<file path="src/rtl/mul_shiftadd_signed.sv">
// Sequential shift-and-add multiplier, signed or unsigned operands.
// One multiplier bit is consumed per cycle. Operands are converted to
// magnitudes at load, and the sign is reapplied in one final step.
// The en/done handshake is level sensitive: en low clears the unit.
module mul_shiftadd_signed #(
  parameter int DATA_W = 32
) (
  input  logic                  clk,
  input  logic                  rst,
  input  logic                  en,
  input  logic                  sign,
  output logic                  done,
  input  logic [DATA_W-1:0]     multiplicand,
  input  logic [DATA_W-1:0]     multiplier,
  output logic [2*DATA_W-1:0]   product
);

  localparam int PC_W = $clog2(DATA_W + 3) + 1;

  localparam logic [PC_W-1:0] PC_LOAD   = '0;
  localparam logic [PC_W-1:0] PC_LAST   = PC_W'(DATA_W);
  localparam logic [PC_W-1:0] PC_FIX    = PC_W'(DATA_W + 1);

  logic [PC_W-1:0]       pc_reg,    pc_next;
  logic [DATA_W-1:0]     mcand_reg, mcand_next;
  logic [2*DATA_W-1:0]   acc_reg,   acc_next;
  logic                  neg_reg,   neg_next;
  logic                  done_reg,  done_next;

  logic                  a_neg, b_neg;
  logic [DATA_W-1:0]     a_mag, b_mag;
  logic [DATA_W:0]       step_sum;

  // Operand magnitudes and the partial-sum adder, used by the load and step phases
  always_comb begin
    a_neg    = sign & multiplicand[DATA_W-1];
    b_neg    = sign & multiplier[DATA_W-1];
    a_mag    = a_neg ? (~multiplicand + 1'b1) : multiplicand;
    b_mag    = b_neg ? (~multiplier + 1'b1) : multiplier;
    step_sum = {1'b0, acc_reg[2*DATA_W-1:DATA_W]}
             + (acc_reg[0] ? {1'b0, mcand_reg} : {(DATA_W+1){1'b0}});
  end

  // Next-state selection by step counter; en low clears everything
  always_comb begin
    pc_next    = pc_reg;
    mcand_next = mcand_reg;
    acc_next   = acc_reg;
    neg_next   = neg_reg;
    done_next  = done_reg;
    if (!en) begin
      pc_next    = '0;
      mcand_next = '0;
      acc_next   = '0;
      neg_next   = 1'b0;
      done_next  = 1'b0;
    end else if (pc_reg == PC_LOAD) begin
      mcand_next = a_mag;
      acc_next   = {{DATA_W{1'b0}}, b_mag};
      neg_next   = a_neg ^ b_neg;
      pc_next    = pc_reg + 1'b1;
    end else if (pc_reg <= PC_LAST) begin
      // Low half doubles as the multiplier shift register
      acc_next   = {step_sum, acc_reg[DATA_W-1:1]};
      pc_next    = pc_reg + 1'b1;
    end else if (pc_reg == PC_FIX) begin
      acc_next   = neg_reg ? (~acc_reg + 1'b1) : acc_reg;
      pc_next    = pc_reg + 1'b1;
    end else begin
      // Finished: counter and accumulator hold until en drops
      done_next  = 1'b1;
    end
  end

  // State registers with asynchronous reset
  always_ff @(posedge clk or posedge rst) begin
    if (rst) begin
      pc_reg    <= '0;
      mcand_reg <= '0;
      acc_reg   <= '0;
      neg_reg   <= 1'b0;
      done_reg  <= 1'b0;
    end else begin
      pc_reg    <= pc_next;
      mcand_reg <= mcand_next;
      acc_reg   <= acc_next;
      neg_reg   <= neg_next;
      done_reg  <= done_next;
    end
  end

  assign done    = done_reg;
  assign product = acc_reg;

endmodule

</file>
<file path="config.mk">
export PLATFORM = sky130hd
export DESIGN_NAME = mul_shiftadd_signed
export DESIGN_NICKNAME = d
export VERILOG_FILES = /design/src/rtl/mul_shiftadd_signed.sv
export SDC_FILE = /design/constraint.sdc
export NUM_CORES = 1
export LEC_CHECK = 0
export ABC_AREA = 0
export BUFFER_PORTS_ARGS = -buffer_cell sky130_fd_sc_hd__buf_2
export CORE_ASPECT_RATIO = 0.9
export CORE_MARGIN = 4
export CORE_UTILIZATION = 43
export DETAILED_ROUTE_END_ITERATION = 6
export PLACE_DENSITY_LB_ADDON = 0.12
export SYNTH_ARGS = -nofsm -noshare
export SYNTH_HDL_FRONTEND = slang
export SYNTH_SLANG_ARGS = --single-unit
</file>
<file path="constraint.sdc">
create_clock -name clk -period 4.4 [get_ports clk]
set_clock_uncertainty 0.2 [all_clocks]
set_input_delay 1.1 -clock clk [delete_from_list [all_inputs] [get_ports clk]]
set_output_delay 1.1 -clock clk [all_outputs]
set_load 0.005 [all_outputs]
</file>
==> results of run 1 <==
## worst max-delay path, stage by stage
cell and delay (ns):
sky130_fd_sc_hd__buf_2 0.12, sky130_fd_sc_hd__or4_1 0.56, sky130_fd_sc_hd__or3_1 0.39, sky130_fd_sc_hd__or4_1 0.45, sky130_fd_sc_hd__or3_1 0.36, sky130_fd_sc_hd__or3_1 0.33
sky130_fd_sc_hd__o21ai_1 0.15, sky130_fd_sc_hd__xor2_1 0.16, sky130_fd_sc_hd__nand2_1 0.07, sky130_fd_sc_hd__o211a_1 0.14
## power by group
part / switching (uW) / total (uW) / internal (uW)
sequential: 102 / 1150 / 1050
clock: 395 / 969 / 575
combinational: 413 / 715 / 301
total: 910 / 2830 / 1920
## layer usage
layer,wire (um),global-route usage,part of all wire
met5,0,0,0
met4,246,0.03470,0.0093
met3,1511,0.04216,0.057
met2,11160,0.3375,0.42
met1,13420,0.3401,0.51
## path summary, 6_finish.rpt
check                            startpoint             to  depth (start not counted)
setup reg to reg                 product[0]    product[53]                         12
setup / recovery           multiplicand[18]  mcand_reg[30]                         10
min in group asynchronous               rst    product[10]                          2
max in group asynchronous               rst    product[52]                          3
hold reg to reg                        done           done                          2
hold / removal                         done           done                          2
## final cells by class
| cell class | count | area, um^2 | area share |
|---|---|---|---|
| clock inverter | 6 | 113.9 | 0.01125 |
| timing repair buffer | 150 | 808.3 | 0.07985 |
| clock buffer | 10 | 239.0 | 0.02361 |
| sequential | 105 | 2628 | 0.2596 |
| tap | 255 | 319.1 | 0.03152 |
| multi-input combinational | 904 | 5933 | 0.5862 |
| inverter | 21 | 81.33 | 0.008035 |
## Yosys cell counts, drive strengths merged (21+ instances only)
master    n
a21oi    79
and2     42
clkbuf   48
dfrtp   105
ha       38
inv      21
nand2   135
nor2     66
nor3     32
o211ai   25
o21ai    77
xnor2    55
xor2     77
## logic make-up (layout without fill, tap and decap cells)
logic type                 count (synthesis)  in the layout
AOI/OAI and AO/OA                        332            332
DFF                                      105            105
muxes                                      2              2
buffers and inverters                     75            187
adders and majority gates                 39             39
xor gates and xnor gates                 132            132
and+or+nand+nor                          399            399
## stage by stage
step                hold WS, ns  worst slack, ns  instances  total power [uW]
CTS                      0.2817           0.6432       1451              2853
floorplan                0.2418           0.3395       1084              1621
detailed placement       0.2626           0.2570       1435              1879
global placement         0.2579           0.2524       1435              1872
finish                   0.2732           0.6313       1451              2831
global route             0.3142           0.4487       1451              2991
==> impl_metrics.prom, run 1 <==
# TYPE chip_impl_metric gauge
chip_impl_metric{name="worst_setup_hold_path_clk_slew",unit="ns"} 0.08
chip_impl_metric{name="regToRegSetupSlack",unit="ns"} 0.74
chip_impl_metric{name="final-max-slew-violation-count",unit=""} 0
chip_impl_info{name="end_kind",value="flip-flop"} 1
chip_impl_metric{name="growth_of_design_area_from_synthesis_to_finish",unit="%"} 14.61
chip_impl_metric{name="design.core.area",unit="um^2"} 20110
chip_impl_info{name="type_of_the_worst_min_delay_path",value="reg2reg"} 1
chip_impl_metric{name="wirelength",unit="um"} 26340
chip_impl_metric{name="synth_simple_gate_area_frac",unit=""} 0.2315
chip_impl_metric{name="ctsHoldBuffers",unit=""} 0
chip_impl_metric{name="timing.critical_path.required",unit="ns"} 4.46
chip_impl_metric{name="fp-row-count",unit=""} 49
chip_impl_metric{name="wire_per_inst",unit="um"} 18.15
chip_impl_metric{name="fillerInstances",unit=""} 2051
chip_impl_info{name="rsz0062_at_grt",value="false"} 1
chip_impl_info{name="ctsRootBufferMaster",value="sky130_fd_sc_hd__clkbuf_16"} 1
chip_impl_metric{name="max-vdd-ir-drop",unit="V"} 0.0001993
chip_impl_metric{name="postSynth.asyncResetShare",unit=""} 1.000
chip_impl_metric{name="drt_drc_violations_left",unit=""} 0
chip_impl_metric{name="post_synthesis_xor_xnor_area_fraction",unit=""} 0.1309
chip_impl_metric{name="slew_headroom",unit=""} 0.3734
chip_impl_metric{name="drive_above_1_share",unit=""} 0.1564
chip_impl_metric{name="grt_pass1_wl",unit="um"} 41840
chip_impl_metric{name="synthMuxAreaShare",unit=""} 0.002267
chip_impl_metric{name="timing.max_cap.violations",unit=""} 0
chip_impl_metric{name="postCtsSetupRepairBufs",unit=""} 0
chip_impl_metric{name="clock_sinks",unit=""} 105
chip_impl_metric{name="max_freq",unit="MHz"} 265.3
chip_impl_metric{name="clock_tree.buffer_depth",unit=""} 2
chip_impl_metric{name="synthesis.area_per_instance",unit="um^2"} 8.148
chip_impl_metric{name="floorplan.initialDensity",unit=""} 0.4392
chip_impl_metric{name="timing.critical_path.fanout_max",unit=""} 4
chip_impl_metric{name="synth-seq-cells",unit=""} 105
chip_impl_metric{name="cts-resized-gates",unit=""} 0
chip_impl_metric{name="setup_viol_count_final",unit=""} 0
chip_impl_metric{name="static-leakage-power",unit="uW"} 0.004675
chip_impl_metric{name="grt_start_max_net_pins",unit=""} 57
chip_impl_info{name="run_status",value="complete, no violations"} 1
chip_impl_metric{name="grt.total_usage",unit=""} 0.2239
chip_impl_metric{name="ctsHtreeMaxLevel",unit=""} 3
chip_impl_info{name="cell_taking_the_most_area_after_synthesis",value="sky130_fd_sc_hd__dfrtp_1"} 1
chip_impl_metric{name="fin_setup_tns",unit="ns"} 0
chip_impl_metric{name="clk-insertion-delay-late",unit="ns"} 0.36
chip_impl_metric{name="design.portCount",unit=""} 133
chip_impl_metric{name="syn-num-nets",unit=""} 1191
chip_impl_metric{name="port_buffers",unit=""} 132
chip_impl_metric{name="cts_buffers",unit=""} 9
chip_impl_info{name="tritoncts_clock_tree",value="yes"} 1
chip_impl_metric{name="synth_compound_area_frac",unit=""} 0.2493
chip_impl_metric{name="synthDistinctLibCells",unit=""} 69
chip_impl_info{name="layout.cells.most_common",value="sky130_fd_sc_hd__nand2_1"} 1
chip_impl_metric{name="ant_nets",unit=""} 0
chip_impl_metric{name="yosysSeqAreaShare",unit=""} 0.2975
chip_impl_metric{name="synth_enable_flop_cells",unit=""} 0
chip_impl_metric{name="drt_pass1_iterations",unit=""} 5
chip_impl_metric{name="die_outline_width",unit="um"} 159.1
chip_impl_metric{name="detailed_place.area",unit="um^2"} 9769
chip_impl_metric{name="drt_iter0_markers",unit=""} 578
chip_impl_metric{name="grt_antenna_before_repair",unit=""} 0
chip_impl_metric{name="cells_after_synthesis",unit=""} 1084
chip_impl_metric{name="antenna_cells_inserted",unit=""} 0
chip_impl_metric{name="vias",unit=""} 8406
chip_impl_metric{name="worst_ep_arrival_time",unit="ns"} 3.83
chip_impl_metric{name="synth_adder_area_share",unit=""} 0.05610
chip_impl_metric{name="final-hold-violation-count",unit=""} 0
chip_impl_metric{name="yosys_warnings",unit=""} 0
chip_impl_metric{name="post-route-cell-area",unit="um^2"} 10120
chip_impl_metric{name="half_perimeter_wire_length_after_placement",unit="um"} 19710
chip_impl_metric{name="design.die.area",unit="um^2"} 22900
chip_impl_info{name="synth_top_family_by_area",value="compound AO/OA/AOI/OAI gates"} 1
chip_impl_info{name="setup.worst_path.class",value="in2reg"} 1
chip_impl_info{name="ys_dominant_reg_cell",value="sky130_fd_sc_hd__dfrtp_1"} 1
chip_impl_metric{name="globalplace.congestion",unit=""} 0.8997
chip_impl_info{name="final_cell_mix",value="sky130_fd_sc_hd__nand2_1, sky130_fd_sc_hd__buf_2, sky130_fd_sc_hd__dfrtp_1"} 1
chip_impl_metric{name="tightestPinTransition",unit="ns"} 0.9376
chip_impl_metric{name="post-route-min-period",unit="ns"} 3.769
chip_impl_info{name="startpoint_type",value="input pin"} 1
chip_impl_metric{name="largest_register_ff_count",unit=""} 64
chip_impl_metric{name="period_share",unit=""} 0.8565
chip_impl_metric{name="grt-ovfl-total",unit=""} 0
chip_impl_metric{name="synthDominantCellAreaShare",unit=""} 0.2975
chip_impl_metric{name="mean_number_of_vias_per_cell",unit=""} 5.793
chip_impl_metric{name="first_global_vias",unit=""} 7669
chip_impl_metric{name="pwr_per_cell_area",unit="nW/um^2"} 279.7
chip_impl_info{name="synth_area_leaders",value="sky130_fd_sc_hd__dfrtp_1, sky130_fd_sc_hd__xor2_1, sky130_fd_sc_hd__nand2_1"} 1
chip_impl_metric{name="final_nets",unit=""} 1298
chip_impl_metric{name="utilization",unit=""} 0.5034
chip_impl_metric{name="floorplan.die.height",unit="um"} 144.0
chip_impl_metric{name="mappedNetlistArea",unit="um^2"} 8832
Note: power is estimated with default switching activity, not from simulation.
==> run 2, diff against run 1 <==
--- a/config.mk
+++ b/config.mk
@@ -12,6 +12,7 @@
 export CORE_UTILIZATION = 43
 export DETAILED_ROUTE_END_ITERATION = 6
 export PLACE_DENSITY_LB_ADDON = 0.12
+export RECOVER_POWER = 25
 export SYNTH_ARGS = -nofsm -noshare
 export SYNTH_HDL_FRONTEND = slang
 export SYNTH_SLANG_ARGS = --single-unit
==> run 2 against run 1 <==
The flow now finishes with violations (capacitance limit, slew limit). Sequential power hardly changed. Total power about the same. Utilization barely moved. First-iteration DRC count grew 4.2%. Worst hold slack about the same. Non-clock buffer count did not move. Critical path type unchanged. Critical endpoint unchanged.
==> impl_metrics.prom, run 2 (synthesis gave the netlist of run 1 again) <==
# TYPE chip_impl_metric gauge
chip_impl_metric{name="growth_of_design_area_from_synthesis_to_finish",unit="%"} 14.59
chip_impl_metric{name="grt_pass1_wl",unit="um"} 41840
chip_impl_metric{name="ctsHtreeMaxLevel",unit=""} 3
chip_impl_metric{name="wire_per_inst",unit="um"} 18.13
chip_impl_metric{name="grt_use_met2",unit=""} 0.3375
chip_impl_metric{name="period_share",unit=""} 0.8559
chip_impl_metric{name="worst_path_largest_cell_delay",unit="ns"} 0.56
chip_impl_info{name="run_status",value="finished with violations"} 1
chip_impl_metric{name="final-max-slew-violation-count",unit=""} 56
chip_impl_metric{name="worst_setup_hold_path_clk_slew",unit="ns"} 0.07
chip_impl_metric{name="ctsHoldBuffers",unit=""} 0
chip_impl_info{name="grt_most_used_layer",value="met1"} 1
chip_impl_metric{name="grt-ovfl-total",unit=""} 0
chip_impl_metric{name="grt_antenna_before_repair",unit=""} 0
chip_impl_info{name="reg2reg_from",value="product[0]"} 1
chip_impl_metric{name="slew_headroom",unit=""} -0.7195
chip_impl_metric{name="mean_number_of_vias_per_cell",unit=""} 5.775
chip_impl_metric{name="design.core.area",unit="um^2"} 20110
chip_impl_metric{name="drt_pass1_iterations",unit=""} 5
chip_impl_metric{name="setup_viol_count_final",unit=""} 0
chip_impl_metric{name="port_buffers",unit=""} 132
chip_impl_info{name="setup.worst_path.class",value="in2reg"} 1
chip_impl_metric{name="clock_sinks",unit=""} 105
chip_impl_metric{name="design.portCount",unit=""} 133
chip_impl_metric{name="post-route-min-period",unit="ns"} 3.766
chip_impl_info{name="timing.critical_path.cells",value="buf_2 > or4_1 > or3_1 > or4_1 > or3_1 > or3_1 > o21ai_1 > xor2_1 > nand2_1 > o211a_1"} 1
chip_impl_info{name="violations",value="capacitance limit, slew limit"} 1
chip_impl_metric{name="fp-row-count",unit=""} 49
chip_impl_metric{name="final.hold.worst_slack",unit="ns"} 0.2732
chip_impl_metric{name="first_global_vias",unit=""} 7669
chip_impl_metric{name="totalPowerFinal",unit="uW"} 2829
chip_impl_metric{name="timing.critical_path.required",unit="ns"} 4.45
chip_impl_info{name="tritoncts_clock_tree",value="yes"} 1
chip_impl_metric{name="final-hold-violation-count",unit=""} 0
chip_impl_metric{name="fin_setup_tns",unit="ns"} 0
chip_impl_info{name="ctsRootBufferMaster",value="sky130_fd_sc_hd__clkbuf_16"} 1
chip_impl_metric{name="worst_ep_arrival_time",unit="ns"} 3.82
chip_impl_metric{name="die_outline_width",unit="um"} 159.1
chip_impl_metric{name="globalplace.congestion",unit=""} 0.8997
chip_impl_metric{name="antenna_cells_inserted",unit=""} 0
chip_impl_metric{name="detailed_place.area",unit="um^2"} 9769
chip_impl_metric{name="half_perimeter_wire_length_after_placement",unit="um"} 19710
chip_impl_info{name="critical-path-slowest-cell",value="sky130_fd_sc_hd__or4_1"} 1
chip_impl_info{name="startpoint",value="multiplicand[18]"} 1
chip_impl_info{name="layout.cells.most_common",value="sky130_fd_sc_hd__nand2_1"} 1
chip_impl_metric{name="largest_register_ff_count",unit=""} 64
chip_impl_metric{name="multi_input_combinational_cell_area",unit="um^2"} 5933
chip_impl_metric{name="area.sequential",unit="um^2"} 2628
chip_impl_metric{name="timing.max_cap.violations",unit=""} 1
chip_impl_metric{name="ant_nets",unit=""} 0
chip_impl_info{name="cpMostUsedCell",value="sky130_fd_sc_hd__or3_1"} 1
chip_impl_metric{name="final_nets",unit=""} 1298
chip_impl_info{name="final_cell_mix",value="sky130_fd_sc_hd__nand2_1, sky130_fd_sc_hd__buf_2, sky130_fd_sc_hd__dfrtp_1"} 1
chip_impl_metric{name="pwr_per_cell_area",unit="nW/um^2"} 279.5
chip_impl_metric{name="grtUsageMet3",unit=""} 0.04216
chip_impl_info{name="rsz0062_at_grt",value="false"} 1
chip_impl_info{name="startpoint_type",value="input pin"} 1
chip_impl_info{name="min-delay-start",value="done"} 1
chip_impl_metric{name="drt_drc_violations_left",unit=""} 0
chip_impl_info{name="end_kind",value="flip-flop"} 1
chip_impl_metric{name="post-route-cell-area",unit="um^2"} 10120
chip_impl_metric{name="clk-insertion-delay-late",unit="ns"} 0.36
chip_impl_metric{name="max-vdd-ir-drop",unit="V"} 0.0001979
chip_impl_metric{name="clock_tree.buffer_depth",unit=""} 2
chip_impl_metric{name="setup_ws",unit="ns"} 0.6342
chip_impl_info{name="type_of_the_worst_min_delay_path",value="reg2reg"} 1
chip_impl_metric{name="postCtsSetupRepairBufs",unit=""} 0
chip_impl_metric{name="floorplan.die.height",unit="um"} 144.0
chip_impl_metric{name="max_freq",unit="MHz"} 265.6
chip_impl_metric{name="drt_iter0_markers",unit=""} 602
chip_impl_metric{name="floorplan.initialDensity",unit=""} 0.4392
chip_impl_metric{name="vias",unit=""} 8380
chip_impl_metric{name="dp_worst_setup_slack",unit="ns"} 0.2570
chip_impl_metric{name="tightestPinTransition",unit="ns"} 2.565
chip_impl_metric{name="grt_start_max_net_pins",unit=""} 57
chip_impl_metric{name="global_routing_usage_on_met1",unit=""} 0.3401
chip_impl_metric{name="timing.critical_path.fanout_max",unit=""} 4
chip_impl_metric{name="design.die.area",unit="um^2"} 22900
chip_impl_metric{name="cts-resized-gates",unit=""} 0
chip_impl_metric{name="grt.total_usage",unit=""} 0.2239
chip_impl_metric{name="fillerInstances",unit=""} 2052
chip_impl_metric{name="drive_above_1_share",unit=""} 0.1564
chip_impl_metric{name="cts_buffers",unit=""} 9
chip_impl_metric{name="wirelength",unit="um"} 26310
chip_impl_metric{name="static-leakage-power",unit="uW"} 0.004670
==> run 2: changes by cell type in the layout (fill, tap and decap cells not counted) <==
| cell | delta |
|---|---|
| sky130_fd_sc_hd__clkinvlp_2 | +1 |
| sky130_fd_sc_hd__inv_4 | -1 |
==> run 2: metrics by stage <==
stage,cells,util
2_1_floorplan,1084,-
3_3_place_gp,1435,0.4858
3_5_place_dp,1435,0.4858
4_1_cts,1451,0.5034
5_1_grt,1451,0.5033
6_report,1451,0.5033
==> run 2: per-layer routing <==
layer,part of all wire,wire (um),vias up
met5,0,0,-
met4,0.0087,229,0
met3,0.054,1408,15
met2,0.43,11240,222
met1,0.51,13430,3968
li1,-,-,4175
==> run 2: final timing paths <==
path | to | slack, ns | cells past startpoint
worst min register to register | done | 0.27 | 2
worst max-delay path | mcand_reg[30] | 0.63 | 10
min in group asynchronous | product[7] | 1.23 | 2
worst max register to register | product[53] | 0.74 | 12
worst min-delay path | done | 0.27 | 2
max in group asynchronous | product[50] | 1.59 | 2
==> run 2: final cells by class <==
class / instances / area share
Multi-Input combinational cell: 904 / 0.5862
Sequential cell: 105 / 0.2596
Timing Repair Buffer: 150 / 0.07986
Tap cell: 255 / 0.03152
Clock buffer: 10 / 0.02361
Clock inverter: 6 / 0.01125
Inverter: 21 / 0.007912
==> run 2: critical path: cells and delay by family <==
kind | cells | cell delay [ns]
AND/OR/NAND/NOR | 6 | 2.15
XOR/XNOR | 1 | 0.16
AO/OA/AOI/OAI | 2 | 0.29
buffers and inverters | 1 | 0.12
==> run 2: power by group <==
group	internal, uW	leakage [uW]	switching, uW
clock	575	0.000165	392
sequential	1050	0.00141	102
combinational	302	0.00310	414
total	1920	0.00467	907
==> run 3, diff against run 2 <==
==> constraint.sdc (replaced) <==
create_clock -name clk -period 4.1 [get_ports clk]
set_clock_uncertainty 0.2 [all_clocks]
set_input_delay 1.025 -clock clk [delete_from_list [all_inputs] [get_ports clk]]
set_output_delay 1.025 -clock clk [all_outputs]
set_load 0.005 [all_outputs]
==> run 3 against run 2 <==
The flow still finishes with violations (capacitance limit, slew limit). Largest cell class unchanged. Die area stayed put. Highest routed layer unchanged. Critical path type unchanged. Total power hardly changed. Worst hold slack barely moved.
==> impl_metrics.prom, run 3 (synthesis gave the netlist of run 1 again) <==
# TYPE chip_impl_metric gauge
chip_impl_metric{name="tightestPinTransition",unit="ns"} 2.224
chip_impl_metric{name="first_global_vias",unit=""} 7927
chip_impl_metric{name="final-hold-violation-count",unit=""} 0
chip_impl_info{name="setup.worst_path.class",value="in2reg"} 1
chip_impl_metric{name="clk-insertion-delay-late",unit="ns"} 0.36
chip_impl_metric{name="drt_iter0_markers",unit=""} 571
chip_impl_info{name="critical_path.top_delay_family",value="simple AND/OR/NAND/NOR gates"} 1
chip_impl_info{name="violations",value="capacitance limit, slew limit"} 1
chip_impl_metric{name="area.sequential",unit="um^2"} 2628
chip_impl_info{name="tritoncts_clock_tree",value="yes"} 1
chip_impl_metric{name="critPathBufInv",unit=""} 1
chip_impl_metric{name="die_outline_width",unit="um"} 159.1
chip_impl_metric{name="timing.max_cap.violations",unit=""} 1
chip_impl_metric{name="drt_pass1_iterations",unit=""} 5
chip_impl_metric{name="port_buffers",unit=""} 132
chip_impl_metric{name="antenna_cells_inserted",unit=""} 0
chip_impl_metric{name="totalPowerFinal",unit="uW"} 2831
chip_impl_metric{name="clock_sinks",unit=""} 105
chip_impl_info{name="critical-path-slowest-cell",value="sky130_fd_sc_hd__or4_1"} 1
chip_impl_metric{name="pwr_per_cell_area",unit="nW/um^2"} 280.9
chip_impl_metric{name="design.portCount",unit=""} 133
chip_impl_metric{name="period_share",unit=""} 0.9187
chip_impl_metric{name="setup_viol_count_final",unit=""} 0
chip_impl_metric{name="vias",unit=""} 8442
chip_impl_metric{name="final_nets",unit=""} 1303
chip_impl_metric{name="grt_start_max_net_pins",unit=""} 57
chip_impl_metric{name="grt.total_usage",unit=""} 0.2285
chip_impl_metric{name="setup_ws",unit="ns"} 0.3334
chip_impl_info{name="rsz0062_at_grt",value="false"} 1
chip_impl_metric{name="max-vdd-ir-drop",unit="V"} 0.0001617
chip_impl_metric{name="drive_above_1_share",unit=""} 0.1567
chip_impl_metric{name="largest_register_ff_count",unit=""} 64
chip_impl_metric{name="grt_pass1_wl",unit="um"} 42660
chip_impl_info{name="type_of_the_worst_min_delay_path",value="reg2reg"} 1
chip_impl_metric{name="fp-row-count",unit=""} 49
chip_impl_metric{name="drt_drc_violations_left",unit=""} 0
chip_impl_metric{name="floorplan.die.height",unit="um"} 144.0
chip_impl_metric{name="mean_number_of_vias_per_cell",unit=""} 5.802
chip_impl_metric{name="post-route-min-period",unit="ns"} 3.767
chip_impl_metric{name="worst_ep_arrival_time",unit="ns"} 3.81
chip_impl_info{name="final_cell_mix",value="sky130_fd_sc_hd__nand2_1, sky130_fd_sc_hd__buf_2, sky130_fd_sc_hd__dfrtp_1"} 1
chip_impl_metric{name="static-leakage-power",unit="uW"} 0.004670
chip_impl_metric{name="worst_path_largest_cell_delay",unit="ns"} 0.57
chip_impl_info{name="end_kind",value="flip-flop"} 1
chip_impl_metric{name="globalplace.congestion",unit=""} 0.9557
chip_impl_metric{name="half_perimeter_wire_length_after_placement",unit="um"} 19730
chip_impl_metric{name="ctsHoldBuffers",unit=""} 0
chip_impl_info{name="startpoint_type",value="input pin"} 1
chip_impl_metric{name="wirelength",unit="um"} 26410
chip_impl_metric{name="floorplan.initialDensity",unit=""} 0.4392
chip_impl_metric{name="placedCellCount",unit=""} 1440
chip_impl_metric{name="worst_setup_hold_path_clk_slew",unit="ns"} 0.07
chip_impl_info{name="layout.cells.most_common",value="sky130_fd_sc_hd__nand2_1"} 1
chip_impl_metric{name="clock_tree.buffer_depth",unit=""} 2
chip_impl_info{name="run_status",value="finished with violations"} 1
chip_impl_metric{name="postCtsSetupRepairBufs",unit=""} 0
chip_impl_metric{name="wire_per_inst",unit="um"} 18.15
chip_impl_metric{name="timing.critical_path.required",unit="ns"} 4.14
chip_impl_metric{name="ant_nets",unit=""} 0
chip_impl_metric{name="grt-ovfl-total",unit=""} 0
chip_impl_metric{name="design.die.area",unit="um^2"} 22900
chip_impl_metric{name="ctsHtreeMaxLevel",unit=""} 3
chip_impl_metric{name="grt_antenna_before_repair",unit=""} 0
chip_impl_metric{name="design.core.area",unit="um^2"} 20110
chip_impl_metric{name="fin_setup_tns",unit="ns"} 0
chip_impl_metric{name="cts-resized-gates",unit=""} 0
chip_impl_metric{name="final-max-slew-violation-count",unit=""} 53
chip_impl_metric{name="cts_buffers",unit=""} 9
chip_impl_metric{name="dp_worst_setup_slack",unit="ns"} 0.01439
chip_impl_info{name="timing.critical_path.cells",value="buf_2 > or4_1 > or3_1 > or4_1 > or3_1 > or3_1 > o21ai_1 > xor2_1 > nand2_1 > o211a_1"} 1
chip_impl_info{name="cpMostUsedCell",value="sky130_fd_sc_hd__or3_1"} 1
chip_impl_metric{name="growth_of_design_area_from_synthesis_to_finish",unit="%"} 14.14
chip_impl_metric{name="finalNonFillerCells",unit=""} 1455
chip_impl_metric{name="max_freq",unit="MHz"} 265.5
chip_impl_metric{name="fillerInstances",unit=""} 2032
chip_impl_metric{name="multi_input_combinational_cell_area",unit="um^2"} 5933
chip_impl_info{name="ctsRootBufferMaster",value="sky130_fd_sc_hd__clkbuf_16"} 1
chip_impl_metric{name="timing.critical_path.fanout_max",unit=""} 4
chip_impl_metric{name="slew_headroom",unit=""} -0.4845
run 3: changes by cell type in the layout (fill, tap and decap cells not counted):
cell	change
sky130_fd_sc_hd__buf_12	+1
sky130_fd_sc_hd__buf_4	+4
sky130_fd_sc_hd__bufinv_16	-3
sky130_fd_sc_hd__clkbuf_1	+2
sky130_fd_sc_hd__clkinv_2	+2
sky130_fd_sc_hd__clkinvlp_2	-1
sky130_fd_sc_hd__clkinvlp_4	-1
sky130_fd_sc_hd__inv_1	+1
sky130_fd_sc_hd__inv_6	-1
run 3: final timing paths:
check	startpoint	endpoint	slack, ns	cells after the start
max	multiplicand[20]	mcand_reg[30]	0.33	10
min	mcand_reg[23]	mcand_reg[23]	0.27	2
max reg2reg	product[0]	product[53]	0.51	12
min reg2reg	mcand_reg[23]	mcand_reg[23]	0.27	2
max in group asynchronous	rst	product[23]	1.21	2
min in group asynchronous	rst	product[7]	1.21	2
run 3: worst register-to-register path: cells and delay by family, from the launching register on:
family | cells | cell delay (ns)
AO/OA/AOI/OAI | 7 | 1.61
flip-flops | 1 | 0.46
AND/OR/NAND/NOR | 2 | 0.42
adder cells (fa/ha/maj) | 1 | 0.33
buffers and inverters | 1 | 0.24
XOR/XNOR | 1 | 0.20
run 3: through the flow:
step	hold slack [ns]	instance area [um^2]	utilization
CTS	0.2825	10080	0.5014
finish	0.2734	10080	0.5013
detailed placement	0.2636	9819	0.4883
global route	0.2973	10080	0.5013
global placement	0.2546	9819	0.4883
floorplan	0.2418	8832	-
run 3: power breakdown:
part / leakage, uW / internal, uW / switching [uW]
Clock: 0.000128 / 425 / 402
Combinational: 0.00313 / 328 / 443
Sequential: 0.00141 / 1120 / 111
run 3: layout make-up:
class | count | share of cell area
clock buffer | 12 | 0.02445
clock inverter | 3 | 0.001738
multi-input combinational | 904 | 0.5886
sequential | 105 | 0.2606
tap | 255 | 0.03165
timing repair buffer | 155 | 0.08514
inverter | 21 | 0.007819
run 3: metal layers:
layer / share of wire / wire length, um / up-vias / GRT usage
met5: 0 / 0 / - / 0
met4: 0.010 / 272 / 0 / 0.05205
met3: 0.058 / 1521 / 18 / 0.03671
met2: 0.43 / 11330 / 233 / 0.3414
met1: 0.50 / 13280 / 4019 / 0.3469
li1: - / - / 4172 / -
